$ cat src/rtl/wire_break_qualifier.sv
// wire_break_qualifier
//   Conditions the asynchronous wire-sensor pin and qualifies the wire-break
//   that follows a detonator firing. Armed by a rising edge on
//   detonator_triggered, it rejects contact bounce, then returns one clean
//   wire_event pulse with the arm-to-break delay, or a timeout pulse if no
//   qualified break arrives inside the window.
//
// Ports
//   clk                 system clock
//   reset_n             synchronous reset, active-low
//   detonator_triggered arm request; rising edge arms (IDLE only)
//   wire_sensor         raw asynchronous sensor, high = wire broken
//   wire_event          one-cycle pulse on a qualified break
//   delay_valid         high from wire_event until the next arm or reset
//   delay_cnt           cycles from arm to first sample of the qualifying run
//   timeout             one-cycle pulse when the window expires
//   glitch_cnt          rejected high runs since arm, saturating at 15
//   busy                high in every state except IDLE
module wire_break_qualifier #(
    parameter int unsigned SYNC_STAGES    = 2,
    parameter int unsigned STABLE_CYCLES  = 16,
    parameter int unsigned TIMEOUT_CYCLES = 1_000_000,
    parameter int unsigned CNT_W          = 24
) (
    input  logic             clk,
    input  logic             reset_n,
    input  logic             detonator_triggered,
    input  logic             wire_sensor,
    output logic             wire_event,
    output logic             delay_valid,
    output logic [CNT_W-1:0] delay_cnt,
    output logic             timeout,
    output logic [3:0]       glitch_cnt,
    output logic             busy
);

    localparam int unsigned STB_W = $clog2(STABLE_CYCLES + 1);
    localparam logic [CNT_W-1:0] CntLast   = CNT_W'(TIMEOUT_CYCLES - 1);
    localparam logic [STB_W-1:0] StableMax = STB_W'(STABLE_CYCLES);

    typedef enum logic [1:0] {StIdle, StArmed, StQualify, StRelease} state_e;

    state_e state_q, state_d;

    logic [SYNC_STAGES-1:0] sync_q;
    logic                   trig_q;
    logic [CNT_W-1:0]       cnt_q, cnt_d;
    logic [CNT_W-1:0]       run_start_q, run_start_d;
    logic [STB_W-1:0]       stable_q, stable_d;
    logic [CNT_W-1:0]       delay_cnt_q, delay_cnt_d;
    logic                   delay_valid_q, delay_valid_d;
    logic [3:0]             glitch_q, glitch_d;
    logic                   wire_event_q, timeout_q, busy_q;

    logic             ws_s;
    logic             arm_edge;
    logic [STB_W-1:0] stable_inc;
    logic             qualify, expire, release_done;

    assign ws_s       = sync_q[SYNC_STAGES-1];
    assign arm_edge   = detonator_triggered & ~trig_q;
    assign stable_inc = stable_q + STB_W'(1);

    // Qualification takes priority over an expiring window in the same cycle.
    assign qualify      = (state_q == StQualify) && ws_s && (stable_inc == StableMax);
    assign expire       = ((state_q == StArmed) || (state_q == StQualify)) &&
                          (cnt_q == CntLast) && !qualify;
    assign release_done = (state_q == StRelease) && !ws_s && (stable_inc == StableMax);

    // State register
    always_ff @(posedge clk) begin
        if (!reset_n) begin
            state_q <= StIdle;
        end else begin
            state_q <= state_d;
        end
    end

    // Next-state logic
    always_comb begin
        state_d = state_q;
        unique case (state_q)
            StIdle:    if (arm_edge) state_d = StArmed;
            StArmed: begin
                if (expire)    state_d = StIdle;
                else if (ws_s) state_d = StQualify;
            end
            StQualify: begin
                if (qualify)     state_d = StRelease;
                else if (expire) state_d = StIdle;
                else if (!ws_s)  state_d = StArmed;
            end
            StRelease: if (release_done) state_d = StIdle;
            default:   state_d = StIdle;
        endcase
    end

    // Datapath and registered-output next values
    always_comb begin
        cnt_d         = cnt_q;
        run_start_d   = run_start_q;
        stable_d      = stable_q;
        delay_cnt_d   = delay_cnt_q;
        delay_valid_d = delay_valid_q;
        glitch_d      = glitch_q;
        unique case (state_q)
            StIdle: begin
                if (arm_edge) begin
                    cnt_d         = '0;
                    stable_d      = '0;
                    glitch_d      = '0;
                    delay_valid_d = 1'b0;
                end
            end
            StArmed: begin
                cnt_d = cnt_q + CNT_W'(1);
                if (ws_s) begin
                    run_start_d = cnt_q;
                    stable_d    = STB_W'(1);
                end
            end
            StQualify: begin
                cnt_d = cnt_q + CNT_W'(1);
                if (ws_s) begin
                    stable_d = stable_inc;
                end else if (glitch_q != 4'hF) begin
                    glitch_d = glitch_q + 4'd1;
                end
                if (qualify) begin
                    delay_cnt_d   = run_start_q;
                    delay_valid_d = 1'b1;
                    stable_d      = '0;  // reused as the low-run counter in RELEASE
                end
            end
            StRelease: begin
                if (ws_s || release_done) stable_d = '0;
                else                      stable_d = stable_inc;
            end
            default: ;
        endcase
    end

    always_ff @(posedge clk) begin
        if (!reset_n) begin
            sync_q        <= '0;
            trig_q        <= 1'b0;
            cnt_q         <= '0;
            run_start_q   <= '0;
            stable_q      <= '0;
            delay_cnt_q   <= '0;
            delay_valid_q <= 1'b0;
            glitch_q      <= '0;
            wire_event_q  <= 1'b0;
            timeout_q     <= 1'b0;
            busy_q        <= 1'b0;
        end else begin
            sync_q        <= {sync_q[SYNC_STAGES-2:0], wire_sensor};
            trig_q        <= detonator_triggered;
            cnt_q         <= cnt_d;
            run_start_q   <= run_start_d;
            stable_q      <= stable_d;
            delay_cnt_q   <= delay_cnt_d;
            delay_valid_q <= delay_valid_d;
            glitch_q      <= glitch_d;
            wire_event_q  <= qualify;
            timeout_q     <= expire;
            busy_q        <= (state_d != StIdle);
        end
    end

    assign wire_event  = wire_event_q;
    assign delay_valid = delay_valid_q;
    assign delay_cnt   = delay_cnt_q;
    assign timeout     = timeout_q;
    assign glitch_cnt  = glitch_q;
    assign busy        = busy_q;

endmodule
$ cat config.mk
export PLATFORM = sky130hd
export DESIGN_NAME = wire_break_qualifier
export DESIGN_NICKNAME = d
export VERILOG_FILES = /design/src/rtl/wire_break_qualifier.sv
export SDC_FILE = /design/constraint.sdc
export NUM_CORES = 1
export LEC_CHECK = 0
export BUFFER_PORTS_ARGS = -buffer_cell sky130_fd_sc_hd__buf_2
export CORE_AREA = 4 4 87 89
export DETAILED_ROUTE_END_ITERATION = 16
export DIE_AREA = 0 0 91 93
export HOLD_SLACK_MARGIN = 0.03
export PLACE_DENSITY_LB_ADDON = 0.2
export SLEW_MARGIN = 20
export SYNTH_ARGS = -nofsm -noshare
export SYNTH_HDL_FRONTEND = slang
export SYNTH_SLANG_ARGS = --single-unit
export TNS_END_PERCENT = 100
$ cat constraint.sdc
create_clock -name clk -period 2.7 [get_ports clk]
set_input_delay 0.54 -clock clk [delete_from_list [all_inputs] [get_ports clk]]
set_output_delay 0.54 -clock clk [all_outputs]
set_load 0.05 [all_outputs]
# ---- Word-level counts from Yosys, hierarchy flattened
# Cells that the tools add are included.
dict set report totals {
  register_bits 90
  out_inout_bits 32
  word_cells 73
  inputBits 4
}
dict set report op_classes {
  eq_ne 12
  n_reduce_logical 21
  mux 23
  addsub 3
  bitwise_logic 2
}
# cell n
set op_table {}
lappend op_table {{24-bit one-hot mux with 2 select lines} 1}
lappend op_table {{5-bit 2-to-1 mux} 5}
lappend op_table {{24-bit by 1-bit adder with 24-bit output (second input constant)} 1}
lappend op_table {{24-bit by 20-bit == test with 1-bit output (second input constant)} 1}
lappend op_table {{24-bit 2-to-1 mux} 1}
lappend op_table {{5-bit one-hot mux with 4 select lines} 1}
lappend op_table {{2-bit 2-to-1 mux} 7}
lappend op_table {{4-bit 2-to-1 mux} 3}
lappend op_table {{2-bit != test (second input constant)} 4}
lappend op_table {{2-bit one-hot mux with 4 select lines} 1}
lappend op_table {{4-bit one-hot mux with 2 select lines} 1}
lappend op_table {{1-bit logical AND} 6}
lappend op_table {{2-bit AND reduction} 3}
lappend op_table {{3-bit AND reduction} 2}
lappend op_table {{2-bit nonzero test} 3}
lappend op_table {{5-bit by 1-bit adder with 5-bit output (second input constant)} 1}
lappend op_table {{5-bit == test (second input constant)} 1}
lappend op_table {{4-bit by 1-bit adder with 4-bit output (second input constant)} 1}
lappend op_table {{2-bit == test (second input constant)} 2}
lappend op_table {{4-bit != test (second input constant)} 1}
lappend op_table {{4-bit AND reduction} 1}
lappend op_table {{3-bit != test (second input constant)} 1}
lappend op_table {{2-bit by 1-bit == test with 1-bit output (second input constant)} 1}
lappend op_table {{1-bit zero test} 2}
lappend op_table {{8 further kinds} 10}

# ---- Logic depth before layout (Yosys ltp)
dict set report logic_depth {
  ltp_word 9
  depth_mapped 8
  mapped_depth_nobuf 7
}

# ---- Worst setup path after synthesis
# No wires, ideal clock.
dict set report synth_path {
  path_type {register to register}
  from {register state_q[1]}
  to {register cnt_q[19]}
  slack_ps 365
  required_ps 2629
  setup_ps 71
  path_buffers 1
  stages_incl_launch_ff 9
  synth_period_minus_slack_ps 2335
  arrival_time_ps 2264
  path_cell_list {dfxtp_1 inv_1 ha_1 nor2b_1 o211ai_2 or4_1 buf_2 or3_1 a21oi_1}
}
dict set report synth_via {
  elab_chain_len 4
  word_cells_on_any_way 8
  cone_classes {eq/ne (3); mux (1); reduce/logical (4)}
}
# item line_no
set synth_rtl {}
lappend synth_rtl {{start: declaration} 43} ;# state_e state_q, state_d;
lappend synth_rtl {{start signal: assignment} 73} ;# state_q <= StIdle;
lappend synth_rtl {{start signal: assignment} 75} ;# state_q <= state_d;
lappend synth_rtl {{2-bit == test or 2-bit by 1-bit == test with 1-bit output (tied branches)} 106} ;# unique case (state_q)
lappend synth_rtl {{2-bit OR reduction (no source line)} -}
lappend synth_rtl {{2-bit nonzero test (no source line)} -}
lappend synth_rtl {{2-bit AND reduction (no source line)} -}
lappend synth_rtl {{end signal: assignment} 159} ;# cnt_q <= cnt_d;
lappend synth_rtl {{end: declaration} 47} ;# logic [CNT_W-1:0] cnt_q, cnt_d;
# Several ways; a longest one is shown, not always the timed one.
# A chain may end at the register's enable or synchronous reset.

# ---- Worst setup path in the final report
dict set report layout_path {
  from {register state_q[1]}
  to {register busy_q, in the netlist busy}
}
dict set report layout_via {
  elab_chain_len 9
  word_cells_on_any_way 21
  cone_classes {eq/ne (3); mux (8); reduce/logical (10)}
}
# item line_no
set layout_rtl {}
lappend layout_rtl {{2-bit == test} {65, 66, 82}}
lappend layout_rtl {{1-bit logical AND (2 in a row)} 65} ;# assign qualify = (state_q == StQualify) && ws_s && (stable_inc == StableMax);
lappend layout_rtl {{1-bit zero test} 67} ;# (cnt_q == CntLast) && !qualify;
lappend layout_rtl {{1-bit logical AND} 67}
lappend layout_rtl {{2-bit 2-to-1 mux} 90} ;# else if (expire) state_d = StIdle;
lappend layout_rtl {{2-bit 2-to-1 mux} 89} ;# if (qualify) state_d = StRelease;
lappend layout_rtl {{2-bit one-hot mux with 4 select lines (*)} 82} ;# unique case (state_q)
lappend layout_rtl {{2-bit nonzero test (*)} 167} ;# busy_q <= (state_d != StIdle);
lappend layout_rtl {{end signal: assignment} 167}
lappend layout_rtl {{end: declaration} 53} ;# logic wire_event_q, timeout_q, busy_q;
# Mark *: on every way between the ends. The rest lies on a longest branch, timed or not.

==> metrics.md <==
| Metric | Value |
|---|---|
| Status | completed |
| Minimum clock period | 2.55 ns |
| Asr flop ratio synth | 0 |
| GR Util All Layers | 0.206 |
| Crit path required time | 2.93 ns |
| Most common cell after layout, fill and taps aside | nand2_1 |
| Worst slew pin tran | 0.807 ns |
| Clock Path Buffers | 2 |
| First-pass GRT wire length | 14200 microns |
| Hold Path Depth | 2 |
| CP Data Arrival Time | approximately 2.8 ns |
| Cell count after synthesis | 470 |
| Port bufs | 35 |
| First DRT Iteration DRCs | 201 |
| Site Rows | 30 |
| Pins Over Slew Limit | 0 |
| Worst hold path startpoint | wire_sensor |
| Most frequent cells in the layout | nand2_1, dfxtp_1, a21boi_0 |
| Htree depth | 3 |
| Share of cells above drive strength 1 | 0.132 |
| Worst Setup Start Kind | flip-flop |
| Initial antenna violation count | 0 |
| Post-DP HPWL | 5650 microns |
| Routed WL | around 8200 microns |
| Die X | 91 microns |
| Max Fclk | 393 MHz |
| ANT nets after route | 0 |
| Clock transition at the registers of the reported paths | 0.09 ns |
| Ys Warns | 0 |
| Skew final | 0.0136 ns |
| Setup bufs post-CTS | 0 |
| I/O pins | 36 |
| Rel. slew slack | 0.461 |
| Hold Violations, Final | 0 |
| Syn_area_per_cell | 8.39 sq um |
| Post-synth EDFFs | 0 |
| Area delta synth->final | 11.8% |
| Die area | 0.00846 sq mm |
| Crit-path slowest cell | or4b_2 |
| Core Region | approximately 0.0068 sq mm |
| Worst R2R Setup Slack | 0.15 ns |
| Number of global-route vias before repair | 2978 |
| Critical path, cell by cell | inv_1 -> ha_1 -> or4b_2 -> nor3_1 -> a21oi_1 -> o311a_1 -> o21bai_1 |
| TNS Setup | 0 ns |
| PwrDens | 550 mW/mm^2 |
| Initial Utilization | 0.584 |
| Die height | 93 microns |
| Routed wire per std cell | roughly 14 microns |
| Gr ovfl total | 0 |
| Final Core Density | 0.652 |
| CP Class | flip-flop to flip-flop |
| Yosys reg bits | 90 |
| Cell area after synthesis | a little under 0.004 sq mm |
| # DRC | 0 |
| Clk Latency, worst-skew pair | 0.36 ns |
| Pleak | 1.58 nW |
| End of the worst hold path | sync_q[0] |
| Critical Path Sink Type | flip-flop |
| RD Place Congestion | 0.868 |
| Diode count | 0 |
| Pin count of the biggest net entering global routing | 68 |
| Clk root buf | clkbuf_8 |
| Final nets | about 510 |
| Post-synth top flop | dfxtp_1 |
| Total CTS buffers | 9 |
| Post-synth top area share | 0.457 |
| Main area contributors after synthesis | dfxtp_1, nand2_1, a21boi_0 |
| Post-cts sizing count | 0 |
| Hold Slack | approximately 0.4 ns |
| Reg2Reg Depth | 7 |
| Cell variety after synth | 48 |
| Vias | between 3000 and 4000 |
| Reg-to-Reg Start | state_q[1] |
| Maxcap violations | 0 |
| First-pass iteration count of the detailed router | 4 |
| Sink Count | 90 |
| Cell accounting for the most synthesized area | dfxtp_1 |
| Post-cts hold buffer count | 0 |
| Syn nets | 482 |
| Fill cells | 614 |
| Final setup viols | 0 |
| Worst vdd ir | 0.281 mV |
| Critical path fanouts, max | 7 |
| Reg2reg end | busy |
| Max incr delay on CP | between 0.6 and 0.7 ns |
| Final period util | 0.943 |
| Vias per cell | ~5.4 |
| Register area share after synthesis | 0.457 |
| Hold Path Class | input pin to flip-flop |
| RSZ-0062 raised after global routing | no |
| CTS tree | built |
Yosys cell counts (2+ instances only):
master and n:
o21ai_0 14, xnor2_1 16, or2_2 2, nand3_1 9
a2bb2oi_1 2, or3_1 3, buf_2 2, and4_1 3
nor2b_1 8, dfxtp_1 90, nor4b_1 2, nand2b_1 6
nor4_1 7, a31oi_1 3, clkbuf_1 18, and2_1 7
o211ai_1 5, inv_1 8, a21boi_0 53, ha_1 8
mux2i_1 3, a21oi_1 13, and3_1 5, nor3_1 7
a311oi_1 2, buf_1 2, xor2_1 4, nor2_1 26
nand2_1 123
state kept, by name, indices dropped and copies added (netlist names):
name / cells
busy: 1
delay_cnt: 24
glitch_cnt: 4
cnt_q: 24
state_q: 2
timeout: 1
stable_q: 5
run_start_q: 24
sync_q: 2
wire_event: 1
delay_valid: 1
trig_q: 1
logic make-up (layout without fill, tap and decap cells):
| family | after synthesis | count (layout) | synth area share |
|---|---|---|---|
| compound gates | 99 | 99 | 0.174 |
| xor+xnor | 20 | 20 | 0.0444 |
| fa+ha+maj | 8 | 8 | 0.0254 |
| buf+inv | 30 | 67 | 0.0292 |
| flops | 90 | 90 | 0.457 |
| mux | 3 | 3 | 0.00762 |
| simple gates | 220 | 220 | 0.262 |
stage by stage:
step	cells	area (sq um)	setup WS, ns	total power (W)
floorplan	470	3940	0.365	0.00147
global placement	571	4190	0.296	0.00150
detailed placement	571	4190	0.237	0.00150
CTS	587	4400	0.202	0.00244
global route	587	4410	0.00231	0.00253
finish	587	4410	0.154	0.00243
layer usage:
metal  vias to the layer above  part of all wire  global-route usage
met5                         -                 0                   0
met4                         0            0.0098              0.0842
met3                         8             0.027              0.0370
met2                        41              0.49               0.349
met1                      1451              0.47               0.261
li1                       1654                 -                   -
report_power, final:
group          switching (W)  total (W)  internal (W)
logic              0.0000809   0.000129     0.0000486
clock network       0.000491   0.000953      0.000461
registers         0.00000918    0.00134       0.00134
total               0.000581    0.00243       0.00184
worst max path at each step:
stage / start / endpoint / slack [ns] / depth (start not counted)
floorplan: state_q[1] / cnt_q[19] / 0.37 / 8
global placement: state_q[1] / busy / 0.30 / 7
finish: state_q[1] / busy / 0.15 / 7
global route: state_q[1] / busy / 0.002 / 7
CTS: state_q[1] / busy / 0.20 / 7
detailed placement: state_q[1] / busy / 0.24 / 7
area by class of cell:
type	count	area, sq um	share of cell area
clock inverter	6	71.3	0.0162
clock buffer	10	138	0.0312
inverter	8	30.0	0.00681
timing repair buffer	43	235	0.0534
multi-input combinational	350	2030	0.461
tap	80	100	0.0227
sequential	90	1800	0.409
critical path: cells and delay by family (launching register included):
family	cells	cell delay, ns
simple gates	2	0.87
buf+inv	1	0.16
fa+ha+maj	1	0.39
flops	1	0.42
compound gates	3	0.59
No activity file was read; power rests on OpenSTA's default activity.
